`src/rtl/ctrl_pkg.sv`:
```
// Shared encodings for the multicycle RV32I controller: FSM states, opcodes,
// immediate formats, ALU operations and datapath mux selects.
package ctrl_pkg;

  typedef enum logic [3:0] {
    S_FETCH,
    S_DECODE,
    S_MEMADR,
    S_MEMREAD,
    S_MEMWB,
    S_MEMWRITE,
    S_EXECUTER,
    S_EXECUTEI,
    S_ALUWB,
    S_BRANCH,
    S_JAL,
    S_JALR,
    S_JALRPC,
    S_TRAP
  } state_t;

  localparam logic [6:0] OP_LOAD   = 7'b0000011;
  localparam logic [6:0] OP_STORE  = 7'b0100011;
  localparam logic [6:0] OP_RTYPE  = 7'b0110011;
  localparam logic [6:0] OP_ITYPE  = 7'b0010011;
  localparam logic [6:0] OP_BRANCH = 7'b1100011;
  localparam logic [6:0] OP_JAL    = 7'b1101111;
  localparam logic [6:0] OP_JALR   = 7'b1100111;

  localparam logic [1:0] IMM_I = 2'b00;
  localparam logic [1:0] IMM_S = 2'b01;
  localparam logic [1:0] IMM_B = 2'b10;
  localparam logic [1:0] IMM_J = 2'b11;

  localparam logic [2:0] ALU_ADD = 3'b000;
  localparam logic [2:0] ALU_SUB = 3'b001;
  localparam logic [2:0] ALU_AND = 3'b010;
  localparam logic [2:0] ALU_OR  = 3'b011;
  localparam logic [2:0] ALU_SLT = 3'b101;

  localparam logic [1:0] ALUOP_ADD   = 2'b00;
  localparam logic [1:0] ALUOP_SUB   = 2'b01;
  localparam logic [1:0] ALUOP_FUNCT = 2'b10;

  localparam logic [1:0] SRCA_PC    = 2'b00;
  localparam logic [1:0] SRCA_OLDPC = 2'b01;
  localparam logic [1:0] SRCA_RD1   = 2'b10;

  localparam logic [1:0] SRCB_RD2  = 2'b00;
  localparam logic [1:0] SRCB_IMM  = 2'b01;
  localparam logic [1:0] SRCB_FOUR = 2'b10;

  localparam logic [1:0] RES_ALUOUT    = 2'b00;
  localparam logic [1:0] RES_DATA      = 2'b01;
  localparam logic [1:0] RES_ALURESULT = 2'b10;

  // Immediate format selected in DECODE so the branch/jump target can be formed early.
  function automatic logic [1:0] immSrcFor(input logic [6:0] op);
    case (op)
      OP_STORE:  immSrcFor = IMM_S;
      OP_BRANCH: immSrcFor = IMM_B;
      OP_JAL:    immSrcFor = IMM_J;
      default:   immSrcFor = IMM_I;
    endcase
  endfunction

endpackage

```
`src/rtl/multicycle_ctrl_alu_decoder.sv`:
```
// Combinational ALU decoder: maps ALUOp and the instruction function fields
// to an ALUControl code, flagging funct3 values the core does not implement.
module alu_decoder
  import ctrl_pkg::*;
(
  input  logic [1:0] aluOp_i,
  input  logic [2:0] funct3_i,
  input  logic       funct7b5_i,
  input  logic       opb5_i,
  output logic [2:0] aluControl_o,
  output logic       badF3_o
);

  always_comb begin
    aluControl_o = ALU_ADD;
    badF3_o      = 1'b0;
    case (aluOp_i)
      ALUOP_SUB: aluControl_o = ALU_SUB;
      ALUOP_FUNCT: begin
        case (funct3_i)
          // funct7b5 only selects sub for register-register ops; addi ignores it
          3'b000:  aluControl_o = (opb5_i && funct7b5_i) ? ALU_SUB : ALU_ADD;
          3'b010:  aluControl_o = ALU_SLT;
          3'b110:  aluControl_o = ALU_OR;
          3'b111:  aluControl_o = ALU_AND;
          default: badF3_o = 1'b1;
        endcase
      end
      default: aluControl_o = ALU_ADD;
    endcase
  end

endmodule

```
`src/rtl/multicycle_ctrl.sv`:
```
// Main Moore controller of the multicycle RV32I core (shared ALU and memory port).
// Define JALR_EN to add jalr support; otherwise jalr traps like any unsupported opcode.
module multicycle_ctrl
  import ctrl_pkg::*;
(
  input  logic       clk,
  input  logic       rst,
  input  logic [6:0] op,
  input  logic [2:0] funct3,
  input  logic       funct7b5,
  input  logic       zero,
  input  logic       mem_ready,
  output logic       PCWrite,
  output logic       AdrSrc,
  output logic       MemWrite,
  output logic       IRWrite,
  output logic [1:0] ResultSrc,
  output logic [1:0] ALUSrcA,
  output logic [1:0] ALUSrcB,
  output logic [2:0] ALUControl,
  output logic [1:0] ImmSrc,
  output logic       RegWrite,
  output logic       illegal
);

  state_t     state_q, state_d;
  logic       illegal_q;
  logic [1:0] aluOp;
  logic       badF3;

  alu_decoder u_aluDec (
    .aluOp_i      (aluOp),
    .funct3_i     (funct3),
    .funct7b5_i   (funct7b5),
    .opb5_i       (op[5]),
    .aluControl_o (ALUControl),
    .badF3_o      (badF3)
  );

  always_comb begin
    state_d = state_q;
    case (state_q)
      S_FETCH: if (mem_ready) state_d = S_DECODE;
      S_DECODE: begin
        case (op)
          OP_LOAD, OP_STORE: state_d = S_MEMADR;
          OP_RTYPE:          state_d = S_EXECUTER;
          OP_ITYPE:          state_d = S_EXECUTEI;
          OP_BRANCH:         state_d = S_BRANCH;
          OP_JAL:            state_d = S_JAL;
`ifdef JALR_EN
          OP_JALR:           state_d = (funct3 == 3'b000) ? S_JALR : S_TRAP;
`endif
          default:           state_d = S_TRAP;
        endcase
      end
      S_MEMADR:   state_d = (op == OP_STORE) ? S_MEMWRITE : S_MEMREAD;
      S_MEMREAD:  if (mem_ready) state_d = S_MEMWB;
      S_MEMWB:    state_d = S_FETCH;
      S_MEMWRITE: if (mem_ready) state_d = S_FETCH;
      S_EXECUTER, S_EXECUTEI: state_d = badF3 ? S_TRAP : S_ALUWB;
      S_ALUWB:    state_d = S_FETCH;
      S_BRANCH:   state_d = (funct3 == 3'b000 || funct3 == 3'b001) ? S_FETCH : S_TRAP;
      S_JAL:      state_d = S_ALUWB;
      S_JALR:     state_d = S_JALRPC;
      S_JALRPC:   state_d = S_ALUWB;
      S_TRAP:     state_d = S_TRAP;
      default:    state_d = S_TRAP;
    endcase
  end

  // illegal is raised on the edge that enters TRAP and only reset clears it
  always_ff @(posedge clk) begin
    if (rst) begin
      state_q   <= S_FETCH;
      illegal_q <= 1'b0;
    end else begin
      state_q   <= state_d;
      illegal_q <= illegal_q | (state_d == S_TRAP);
    end
  end

  assign illegal = illegal_q;

  always_comb begin
    PCWrite   = 1'b0;
    AdrSrc    = 1'b0;
    MemWrite  = 1'b0;
    IRWrite   = 1'b0;
    RegWrite  = 1'b0;
    ResultSrc = RES_ALUOUT;
    ALUSrcA   = SRCA_PC;
    ALUSrcB   = SRCB_RD2;
    ImmSrc    = IMM_I;
    aluOp     = ALUOP_ADD;
    case (state_q)
      S_FETCH: begin
        ALUSrcA   = SRCA_PC;
        ALUSrcB   = SRCB_FOUR;
        ResultSrc = RES_ALURESULT;
        IRWrite   = mem_ready;
        PCWrite   = mem_ready;
      end
      S_DECODE: begin
        ALUSrcA = SRCA_OLDPC;
        ALUSrcB = SRCB_IMM;
        ImmSrc  = immSrcFor(op);
      end
      S_MEMADR: begin
        ALUSrcA = SRCA_RD1;
        ALUSrcB = SRCB_IMM;
        ImmSrc  = (op == OP_STORE) ? IMM_S : IMM_I;
      end
      S_MEMREAD: AdrSrc = 1'b1;
      S_MEMWB: begin
        ResultSrc = RES_DATA;
        RegWrite  = 1'b1;
      end
      S_MEMWRITE: begin
        AdrSrc   = 1'b1;
        MemWrite = 1'b1;
      end
      S_EXECUTER: begin
        ALUSrcA = SRCA_RD1;
        ALUSrcB = SRCB_RD2;
        aluOp   = ALUOP_FUNCT;
      end
      S_EXECUTEI: begin
        ALUSrcA = SRCA_RD1;
        ALUSrcB = SRCB_IMM;
        ImmSrc  = IMM_I;
        aluOp   = ALUOP_FUNCT;
      end
      S_ALUWB: RegWrite = 1'b1;
      S_BRANCH: begin
        ALUSrcA = SRCA_RD1;
        ALUSrcB = SRCB_RD2;
        aluOp   = ALUOP_SUB;
        ImmSrc  = IMM_B;
        PCWrite = (funct3 == 3'b000) ? zero : ((funct3 == 3'b001) ? ~zero : 1'b0);
      end
      S_JAL: begin
        ALUSrcA = SRCA_OLDPC;
        ALUSrcB = SRCB_FOUR;
        ImmSrc  = IMM_J;
        PCWrite = 1'b1;
      end
      S_JALR: begin
        ALUSrcA = SRCA_RD1;
        ALUSrcB = SRCB_IMM;
        ImmSrc  = IMM_I;
      end
      S_JALRPC: begin
        ALUSrcA = SRCA_OLDPC;
        ALUSrcB = SRCB_FOUR;
        PCWrite = 1'b1;
      end
      default: aluOp = ALUOP_ADD;
    endcase
    // Reset wins immediately so an interrupted access never issues a write
    if (rst) begin
      PCWrite  = 1'b0;
      MemWrite = 1'b0;
      IRWrite  = 1'b0;
      RegWrite = 1'b0;
    end
  end

endmodule
```
`config.mk`:
```
export PLATFORM = sky130hd
export DESIGN_NAME = multicycle_ctrl
export DESIGN_NICKNAME = d
export VERILOG_FILES = /design/src/rtl/ctrl_pkg.sv /design/src/rtl/multicycle_ctrl_alu_decoder.sv /design/src/rtl/multicycle_ctrl.sv
export SDC_FILE = /design/constraint.sdc
export NUM_CORES = 1
export LEC_CHECK = 0
export CAP_MARGIN = 30
export CORE_UTILIZATION = 45
export CTS_CLUSTER_DIAMETER = 50
export DETAILED_ROUTE_END_ITERATION = 10
export GPL_TIMING_DRIVEN = 0
export MAX_ROUTING_LAYER = met4
export PLACE_DENSITY = 0.87
export SYNTH_ARGS = -nofsm -noshare
export SYNTH_HDL_FRONTEND = slang
export SYNTH_SLANG_ARGS = --single-unit
```
`constraint.sdc`:
```
create_clock -name clk -period 4.25 [get_ports clk]
set_clock_uncertainty 0.2 [all_clocks]
set_input_delay 0.85 -clock clk [delete_from_list [all_inputs] [get_ports clk]]
set_output_delay 0.85 -clock clk [all_outputs]
set_load 0.005 [all_outputs]
```
==> results of run 1 <==
## worst max-delay path: stages
cell and delay, ns:
clkdlybuf4s50_1 0.60, and4b_1 0.25, and4_4 0.25, a31oi_1 0.04, or3_1 0.31, a21oi_1 0.12
clkdlybuf4s50_1 0.51
## final cells by class
cell class | count | area share [%]
well taps | 16 | 1.79
multi-input cells | 93 | 55.7
flip-flops and latches | 5 | 8.93
repair buffers | 30 | 26.8
plain buffers | 6 | 2.46
inverters | 6 | 2.01
clock buffers | 4 | 2.34
## registers in the layout (all words and copies together) (netlist names)
register  flops
state_q       4
illegal       1
## logic make-up (layout without fill, tap and decap cells)
kind of cell               after synthesis  count (layout)  share of synthesized area (%)
AOI/OAI and AO/OA                       27              27                           26.7
xor gates and xnor gates                 3               3                           3.39
DFF                                      5               5                           12.9
buffers and inverters                   12              46                           6.46
and+or+nand+nor                         58              58                           43.1
muxes                                    3               3                           4.20
adders and majority gates                2               2                           3.23
## cell usage in the layout, fill, tap and decap left out, drive strengths merged, types with 2 or more instances in the layout
cell,n
nor4,3
nor2b,5
nor3b,3
nand2,9
a31oi,6
a21oi,4
nor2,12
o21ai,2
and4,2
ha,2
clkbuf,5
o211ai,3
o22ai,2
dfxtp,5
nand2b,7
xnor2,2
mux2,2
clkdlybuf4s50,30
buf,5
inv,6
nor3,7
## synth_stat cells (2+ instances only)
| library cell | number |
|---|---|
| nor2_1 | 10 |
| nand2_1 | 8 |
| nand2b_1 | 7 |
| nor3_1 | 7 |
| a31oi_1 | 6 |
| dfxtp_1 | 5 |
| nor2b_1 | 5 |
| a21oi_1 | 4 |
| buf_2 | 4 |
| inv_1 | 4 |
| nor3b_1 | 3 |
| nor4_1 | 3 |
| o211ai_1 | 3 |
| ha_1 | 2 |
| inv_2 | 2 |
| mux2_2 | 2 |
| nor2_2 | 2 |
| o21ai_0 | 2 |
| o22ai_1 | 2 |
| xnor2_1 | 2 |
## power by group through the flow
stage | Combinational [W] | Sequential [W] | Clock [W]
finish | 0.000143 | 0.0000583 | 0.0000545
global route | 0.000158 | 0.0000587 | 0.0000590
CTS | 0.000142 | 0.0000582 | 0.0000565
detailed placement | 0.000141 | 0.0000589 | 0
global placement | 0.000139 | 0.0000584 | 0
floorplan | 0.0000783 | 0.0000574 | 0
## per-stage QoR
step,utilization (%),hold slack [ns],total power (W)
after global placement,70.2,0.252,0.000197
after floorplan,-,0.259,0.000136
after CTS,71.9,0.288,0.000257
after detailed placement,70.2,0.273,0.000200
final,71.9,0.284,0.000255
after global routing,71.9,0.304,0.000276
## per-layer routing
layer | up-vias | track usage [%] | wire length, um
li1 | 480 | - | -
met1 | 431 | 31.8 | 916
met2 | 44 | 46.4 | 1100
met3 | 7 | 2.08 | 144
met4 | 0 | 11.9 | 65
met5 | - | - | 0
## final timing paths
kind              startpoint         to
setup / recovery       op[5]  ImmSrc[0]
hold / removal       illegal    illegal
setup reg to reg  state_q[3]    illegal
hold reg to reg      illegal    illegal
==> run metrics, run 1 <==
status finished, violations left; failing checks DRC; PD cells about 230 nW/um2; drt via density about 6.0; layout cell share with drive strength beyond 1 roughly an eighth; Setup Fix Bufs, Post-CTS 0; Clk pin slew, worst setup/hold paths approximately 0.040 ns; Synth-to-Final Area Change 44.8%; Hold Path Stages 2; Net Count, Synth 127; grt ovf 0; combinational fraction of design power between 50% and 60%; setup violators final 0; mapped cell area ~770 um2; Final Hold Vio Count 0; HP Class reg -> reg; relative max-transition margin between 70% and 80%; # hold bufs at CTS 0; Post-synth top flop dfxtp_1; Max-Cap Viols 0; Die Wd roughly 43 um; DR vias 962; Fillers roughly 120; Post-DP Area between 1000 and 1500 um2; pin count of the biggest net entering global routing 11; share of the synthesized area in the top cell type 12.9%; unique cell type count in the Yosys netlist 47; DR WL/cell about 14 um; first-pass detailed-route iteration total 8; Synth Area per Inst slightly above 7 um2; fin crit period 3.99 ns; area occupied by multi-input gates ~620 um2; flops & latches, synth 5; register area share after synthesis between 10% and 20%; EDFF count, synth 0; Crit Path Category in -> out; maximum VDD drop ~0.20 mV; num rows 14; final worst slack 0.263 ns; Critical Path AT between 2 and 3 ns; Net Sw Frac 37.3%; Crit. End Element primary output; DRT iter0 DRCs 60; antenna violation net count after detailed routing 0; RSZ-0062 raised after global routing false; DRC errors left 6; Root Buffer clkbuf_4; clock sink total 5; die height around 43 um; worst-margin pin slew approximately 0.42 ns; Highest Clock Rate 251 MHz; sequential cell area roughly 100 um2; post-synth top area cell dfxtp_1; full die area 1890 um2; R2R depth 7; first-pass GRT wire length between 3 and 4 mm; switching power total around 0.000095 W; dpl hpwl between 1.5 and 2 mm; initial core utilization around 50%; Post-CTS Resized 0; Startpoint Class input port; fin. max-slew vios 0; Static Leak ~0.44 nW; clock share of power 21.3%; gr usage total a little over a quarter; internal cell power 0.000160 W; Post-Layout Cell Count 160; Post-Route WL ~2.2 mm; largest cells by area after synthesis dfxtp_1, nand2b_1, a31oi_1; final net count ~160; CTS H-tree lvls 1; routability-driven placement congestion ratio approximately 0.9; crit-path max FO 7; Placement Setup Slack 0.272 ns; Num CTS Buffers 3; PortBufs 30; share of power burned in registers between 20% and 30%; diodes inserted 0; FFs w/ async S/R, synth 0%; WP data required between 3 and 4 ns; core area approximately 1600 um2; Synth warnings 0; Reg2Reg Setup Slack 1.92 ns; setup tns final 0 ns; Final period util 93.8%; initial antenna violation count 0; placed cell count between 150 and 200; Finished Cell Area between 1000 and 1500 um2; total I/O pin count 32; cell count after synthesis 110; vias in the first global route between 900 and 1000; CTS Buffer Depth 2; CTS tree done; Skew-Pair Late Insertion Delay 0.24 ns
Power figures use the tool's default switching activity.
==> inputs of run 2 (changes only) <==
- CORE_MARGIN: unset -> 2
- SLEW_MARGIN: unset -> 30
- TNS_END_PERCENT: unset -> 30
==> run 2 against run 1 <==
- the run now ends clean
- sequential cell count unchanged
- critical path depth unchanged
- clock power decreased by 2%
- wire length increased by 4.7%
- highest routed layer unchanged
==> run metrics, run 2 (synthesis results as in run 1) <==
# hold bufs at CTS 0; Num CTS Buffers 3; initial antenna violation count 0; num rows 14; Highest Clock Rate roughly 250 MHz; HP Class reg -> reg; dpl hpwl between 1.5 and 2 mm; fin crit period around 4 ns; DRT iter0 DRCs 28; CTS tree done; Post-DP Area between 1000 and 1500 um2; RSZ-0062 raised after global routing false; final net count 162; Clk pin slew, worst setup/hold paths roughly 0.04 ns; number of cells on the critical path 7; Startpoint Class input port; vias in the first global route 956; PD cells ~230 nW/um2; relative max-transition margin ~73%; share of power burned in registers between 20% and 30%; Synth-to-Final Area Change 44.8%; drt via density ~6.2; Final Hold Vio Count 0; sequential cell area approximately 100 um2; CP dominant cell by count clkdlybuf4s50_1; first-pass detailed-route iteration total 4; CTS H-tree lvls 1; Net Sw Frac between 30% and 40%; CP cell instances clkdlybuf4s50_1 > and4b_1 > and4_4 > a31oi_1 > or3_1 > a21oi_1 > clkdlybuf4s50_1; clock sink total 5; Crit. End Element primary output; WP data required roughly 3.2 ns; area occupied by multi-input gates around 620 um2; maximum VDD drop about 0.21 mV; setup tns final 0 ns; antenna violation net count after detailed routing 0; Die Wd roughly 45 um; Crit path largest cell delay 0.60 ns; status complete, no violations; Static Leak 0.439 nW; Crit Path Category in -> out; Largest Register state_q; R2R depth 7; diodes inserted 0; DR WL/cell between 10 and 15 um; full die area ~2100 um2; core area roughly 1600 um2; gr usage total approximately 27%; Max-Cap Viols 0; Root Buffer clkbuf_4; DR vias between 900 and 1000; first-pass GRT wire length around 4 mm; die height ~45 um; Critical Path Slowest Stage Cell clkdlybuf4s50_1; Post-CTS Resized 0; Final period util 94.5%; DRC errors left 0; most frequent cells in the layout clkdlybuf4s50_1, nor2_1, nand2_1, nand2b_1, nor3_1; Skew-Pair Late Insertion Delay approximately 0.24 ns; worst-margin pin slew 0.405 ns; Fillers 124; switching power total ~0.000095 W; Critical Path AT between 2 and 3 ns; Hold Path Stages 2; Reg2Reg Setup Slack 1.91 ns; combinational fraction of design power between 50% and 60%; grt ovf 0; CTS Buffer Depth 2; fin. max-slew vios 0; setup violators final 0; internal cell power approximately 0.00016 W; PortBufs 30; clock share of power between 20% and 30%; Largest delay share family, worst path buffers and inverters; Worst Path Buf+Inv 2; layout cell share with drive strength beyond 1 between 10% and 20%; Finished Cell Area roughly 1100 um2; crit-path max FO 7; max reg flops 4; Setup Fix Bufs, Post-CTS 0; Post-Route WL ~2.3 mm; initial core utilization between 40% and 50%; total I/O pin count 32; routability-driven placement congestion ratio about 0.90; most common cell after layout, fill and taps aside clkdlybuf4s50_1; pin count of the biggest net entering global routing 11
-- run 2: cell counts in the layout (fill, tap and decap cells not counted) --
Identical to the previous run, type by type.
-- run 2: stage by stage --
step	util [%]	hold slack, ns	setup slack (ns)	total power [W]	instances
finish	71.9	0.280	0.235	0.000255	160
global route	71.9	0.303	0.121	0.000278	160
CTS	71.9	0.286	0.256	0.000258	160
floorplan	-	0.259	1.39	0.000136	110
global placement	70.2	0.252	0.279	0.000197	156
detailed placement	70.2	0.276	0.263	0.000201	156
-- run 2: layer usage --
metal  up-vias  wire length [um]  global-route usage (%)  share of wire, %
li1        479                 -                       -                 -
met1       472               947                    30.8                41
met2        44              1200                    46.8                52
met3         4               163                    4.37               7.0
met4         0                13                    12.4              0.56
met5         -                 0                       -                 0
-- run 2: power by group through the flow --
stage / Clock (W) / Sequential (W) / Combinational [W]
5_1_grt: 0.0000605 / 0.0000592 / 0.000158
4_1_cts: 0.0000577 / 0.0000581 / 0.000143
3_5_place_dp: 0 / 0.0000589 / 0.000142
3_3_place_gp: 0 / 0.0000582 / 0.000139
6_report: 0.0000536 / 0.0000584 / 0.000143
2_1_floorplan: 0 / 0.0000574 / 0.0000783
-- run 2: final cells by class --
type,count,area share (%)
multi-input cells,93,55.7
repair buffers,30,26.8
flip-flops and latches,5,8.93
plain buffers,6,2.46
clock buffers,4,2.34
inverters,6,2.01
well taps,16,1.79
-- run 2: worst min-delay path: stages (launching register included) --
cell,delay [ns]
dfxtp_1,0.33
nand2b_1,0.08
o41ai_2,0.05
-- run 2: path summary, 6_finish.rpt --
path                                 start        end
worst max-delay path                 op[5]  ImmSrc[0]
worst max register to register  state_q[3]    illegal
worst min-delay path               illegal    illegal
worst min register to register     illegal    illegal
